<file path="config.mk">
export PLATFORM = sky130hd
export DESIGN_NAME = uart_tx_arbiter
export DESIGN_NICKNAME = d
export VERILOG_FILES = /design/src/rtl/uart_tx_arbiter.sv
export SDC_FILE = /design/constraint.sdc
export NUM_CORES = 1
export LEC_CHECK = 0
export CAP_MARGIN = 20
export CORE_MARGIN = 4
export CORE_UTILIZATION = 30
export DETAILED_ROUTE_END_ITERATION = 6
export DONT_BUFFER_PORTS = 1
export GPL_TIMING_DRIVEN = 1
export SKIP_LAST_GASP = 1
export SLEW_MARGIN = 20
export SYNTH_ARGS = -nofsm -noshare
export SYNTH_HDL_FRONTEND = slang
export SYNTH_SLANG_ARGS = --single-unit
</file>
<file path="constraint.sdc">
create_clock -name clk -period 2.81 [get_ports clk]
set_clock_uncertainty 0.1 [all_clocks]
set_input_delay 0.4215 -clock clk [delete_from_list [all_inputs] [get_ports clk]]
set_output_delay 0.4215 -clock clk [all_outputs]
set_load 0.02 [all_outputs]
</file>
<file path="src/rtl/uart_tx_arbiter.sv">
// uart_tx_arbiter
//   Message-level round-robin arbiter sharing one UART byte transmitter
//   between NUM_REQ byte-stream requesters. A requester owns the transmitter
//   for a whole message (until req_last or MAX_LEN bytes). Its bytes pass
//   through a one-entry output register, and an optional CR/LF terminator
//   follows each message.
//
// Parameters
//   NUM_REQ     number of requesters (2..8)
//   MAX_LEN     payload bytes per message before forced termination (1..255)
//   APPEND_CRLF 1: append 8'h0D, 8'h0A after every message
//
// Ports
//   clk, reset        clock, synchronous active-high reset
//   req_valid/data/last  per-requester byte lanes (data lane i at [8i+7:8i])
//   req_ready         byte of requester i accepted this cycle
//   tx_valid/tx_data  output register towards the transmitter
//   tx_ready          transmitter accepts tx_data this cycle
//   grant             one-hot current owner, zero when no owner
//   busy              message in progress or byte pending
//   trunc             one-cycle pulse when a message hits MAX_LEN without last
module uart_tx_arbiter #(
  parameter int unsigned NUM_REQ     = 4,
  parameter int unsigned MAX_LEN     = 64,
  parameter bit          APPEND_CRLF = 1'b1
) (
  input  logic                 clk,
  input  logic                 reset,
  input  logic [NUM_REQ-1:0]   req_valid,
  input  logic [8*NUM_REQ-1:0] req_data,
  input  logic [NUM_REQ-1:0]   req_last,
  output logic [NUM_REQ-1:0]   req_ready,
  output logic                 tx_valid,
  output logic [7:0]           tx_data,
  input  logic                 tx_ready,
  output logic [NUM_REQ-1:0]   grant,
  output logic                 busy,
  output logic                 trunc
);

  localparam int unsigned PW = (NUM_REQ > 1) ? $clog2(NUM_REQ) : 1;

  typedef enum logic [1:0] {IDLE, DATA, CR, LF} state_t;

  state_t        state;
  logic [PW-1:0] rr_ptr;
  logic [7:0]    cnt;

  logic          slot_free;
  logic          accept;
  logic          msg_end;
  logic          win_found;
  logic [PW-1:0] win_idx;
  logic [7:0]    own_byte;
  logic          own_last;

  // The output register can take a new byte when empty or being drained now.
  assign slot_free = !tx_valid || tx_ready;
  assign req_ready = (state == DATA && slot_free) ? grant : '0;
  assign accept    = |(req_valid & req_ready);
  assign busy      = (state != IDLE) || tx_valid;

  // Byte and last flag of the current owner.
  always_comb begin
    own_byte = '0;
    own_last = 1'b0;
    for (int unsigned i = 0; i < NUM_REQ; i++) begin
      if (grant[i]) begin
        own_byte = req_data[8*i +: 8];
        own_last = req_last[i];
      end
    end
  end

  assign msg_end = own_last || (({1'b0, cnt} + 9'd1) == 9'(MAX_LEN));

  // First valid requester scanning from rr_ptr upward, wrapping at NUM_REQ.
  always_comb begin
    int unsigned idx;
    win_found = 1'b0;
    win_idx   = '0;
    idx       = 0;
    for (int unsigned k = 0; k < NUM_REQ; k++) begin
      idx = (32'(rr_ptr) + k) % NUM_REQ;
      if (!win_found && req_valid[idx]) begin
        win_found = 1'b1;
        win_idx   = PW'(idx);
      end
    end
  end

  always_ff @(posedge clk) begin
    if (reset) begin
      state    <= IDLE;
      grant    <= '0;
      rr_ptr   <= '0;
      cnt      <= '0;
      tx_valid <= 1'b0;
      tx_data  <= 8'h00;
      trunc    <= 1'b0;
    end else begin
      trunc <= 1'b0;
      // Default: a free slot that nothing loads this cycle ends up empty;
      // any load below overrides this.
      if (slot_free) begin
        tx_valid <= 1'b0;
      end
      unique case (state)
        IDLE: begin
          if (win_found) begin
            grant  <= NUM_REQ'(1) << win_idx;
            rr_ptr <= PW'((32'(win_idx) + 1) % NUM_REQ);
            cnt    <= '0;
            state  <= DATA;
          end
        end
        DATA: begin
          if (accept) begin
            tx_valid <= 1'b1;
            tx_data  <= own_byte;
            cnt      <= cnt + 8'd1;
            if (msg_end) begin
              grant <= '0;
              trunc <= !own_last;
              state <= APPEND_CRLF ? CR : IDLE;
            end
          end
        end
        CR: begin
          if (slot_free) begin
            tx_valid <= 1'b1;
            tx_data  <= 8'h0D;
            state    <= LF;
          end
        end
        LF: begin
          if (slot_free) begin
            tx_valid <= 1'b1;
            tx_data  <= 8'h0A;
            state    <= IDLE;
          end
        end
      endcase
    end
  end

endmodule

</file>
==> impl_metrics.toml <==
[run_status]
outcome = "completed"

[sta]
fmax_ghz = 0.443
final_hold_viol_count = 0
finalCriticalPeriod_ps = 2260
post-route-period-util_pct = 80.4
hold-worst-slack_ps = 93.9
rsz0062_at_grt = "no"
worstMarginPinSlew_ps = 690
finalSetupTns_ps = 0
final_max_slew_viol_count = 0
setup_violations = 0
fin_ws_ps = 551
relSlewSlack_pct = 53.9

[synth]
async_reset_ff_share_pct = 0
synth_top_area_cell = "dfxtp_1"
seq_area_frac_synth_pct = 30.2
syn_area_per_cell_um2 = 8.01
synth.distinct_cells = 43
synth_seq_cells = 26
ys.flop_type = "dfxtp_1"
synth_area_leaders = "dfxtp_1, ha_1, a21oi_1"
netlist_area_um2 = 1720
postSynthNetCount = 268
synth_top_area_share_pct = 30.2
syn_inst = 215
synth_edf_count = 0
yosysWarnings = 0

[grt]
first_global_vias = 1565
grt_pass1_wl_um = 7580
antenna_found_initial = 0
grt_max_degree = 24
overflow = 0
grt_usage_pct = 13.1

[cts]
cts_resized = 0
cts.sinks = 26
cts_tree = "done"
h-tree-depth = 1
cts-root-buf = "clkbuf_8"
post_cts_buffers = 0
path_clk_slew_ps = 100
insertion_delay_ps = 280
holdBufCountCts = 0
cts-buffers-inserted = 3
clockBufferDepth = 2

[layout]
fillCellCount = 604
antennaDiodeCount = 0
nets = 271
fin_util_pct = 34.1
drive_above_1_share_pct = 9.22
area_growth_pct = 9.73

[place]
io_buffers = 0
post-place-ws_ps = 604
place_congestion = 0.766
hpwl_um = 3560

[worst_setup_path]
path_buf_inv = 0
cpMaxStageDelayCell = "a2111o_1"
end_kind = "register"
cp_top_family = "compound AO/OA/AOI/OAI gates"
critPathMaxFanout = 6
cp.required_ps = 2880
arrival_ps = 2330
crit_type = "register to register"
start_kind = "register"
cp_cell_sequence = "ha_1 > nand3b_1 > or3_1 > a2111o_1 > a2111oi_0 > a211oi_1"
critical-path-max-stage-delay_ps = 470

[route]
routed_wl_um = 4620
num_vias = 1635
drc = 0
drtIter0Drc = 60
wire_per_inst_um = 16.0
ant_nets = 0
drt_first_pass_iters = 4
routed_via_density = 5.66

[die]
die_y_um = 83.8
rows = 27
dieArea_um2 = 7020
core_um2 = 5540
start_util_pct = 31.1
die_x_um = 83.8
io_pins = 62

[power]
ir_worst_vdd_uv = 419
p_leak_nw = 0.683
power_density_nw_per_um2 = 939
power_w = 0.00178

[run]
drv_cap = 0

[hold_path]
hold_class = "input port to register"
[synth_stat cells (2+ instances only)]
cell,count
dfxtp_1,26
a21oi_1,22
nand2_1,15
nor2_1,13
nor2b_1,13
nand2b_1,12
inv_1,11
a221oi_1,10
clkbuf_1,10
ha_1,10
nand3_1,10
a22o_1,7
o31ai_1,7
o21ai_0,6
a311oi_1,5
and3_1,4
nor3_1,4
a211oi_1,3
nand3b_1,2
o211ai_1,2
[report_power, final]
group          internal (W)  switching, W
logic              0.000379      0.000504
registers          0.000456      0.000180
clock network      0.000126      0.000130
[cell type report]
class	count	area [µm²]	share of cell area (%)
timing repair buffer	8	60.1	3.18
sequential	26	520	27.5
clock buffer	4	55.1	2.91
multi-input combinational	168	1120	59.4
tap	72	90.1	4.77
inverter	11	41.3	2.18
[cell families (layout without fill, tap and decap cells)]
| kind of cell | count (synthesis) | in the layout | share of synthesized area (%) |
|---|---|---|---|
| AND/OR/NAND/NOR | 81 | 81 | 25.3 |
| AO/OA/AOI/OAI | 75 | 75 | 31.6 |
| flip-flops | 26 | 26 | 30.2 |
| buffers and inverters | 21 | 23 | 4.58 |
| adder cells (fa/ha/maj) | 10 | 10 | 7.26 |
| XOR/XNOR | 1 | 1 | 0.508 |
| multiplexers | 1 | 1 | 0.581 |
[worst paths after layout]
kind | start | endpoint | slack, ps | cells after the start
worst max-delay path | cnt[0] | state[0] | 550 | 6
worst min-delay path | reset | tx_data[0] | 90 | 1
worst max register to register | cnt[0] | state[0] | 550 | 6
worst min register to register | cnt[7] | cnt[7] | 420 | 1
[layer usage]
metal	global-route usage (%)	part of all wire, %	vias up
met2	23.0	50	43
met1	15.7	44	779
met4	3.95	1.1	0
li1	-	-	809
met5	0	0	-
met3	3.16	4.8	4
[stage by stage]
stage / cell area, µm² / instances
finish: 1890 / 289
global route: 1890 / 289
CTS: 1890 / 289
detailed placement: 1840 / 285
global placement: 1840 / 285
floorplan: 1720 / 215
[placed cells by master, fill, tap and decap left out, types with 2 or more instances in the layout]
| cell type | count |
|---|---|
| o21ai_0 | 6 |
| dfxtp_1 | 26 |
| o31ai_1 | 7 |
| a21oi_1 | 22 |
| a311oi_1 | 5 |
| clkbuf_8 | 4 |
| o211ai_1 | 2 |
| a221oi_1 | 10 |
| a22o_1 | 7 |
| nor3_1 | 4 |
| nand2_1 | 15 |
| nand3_1 | 10 |
| ha_1 | 10 |
| and3_1 | 4 |
| buf_4 | 8 |
| a211oi_1 | 3 |
| nor2_1 | 13 |
| nor2b_1 | 13 |
| inv_1 | 11 |
| nand2b_1 | 12 |
| nand3b_1 | 2 |
[flip-flops by register name, indices dropped and copies added (netlist names)]
name,flops
cnt,8
grant,4
rr_ptr,2
state,2
trunc,1
tx_data,8
tx_valid,1
Power figures use the tool's default switching activity.
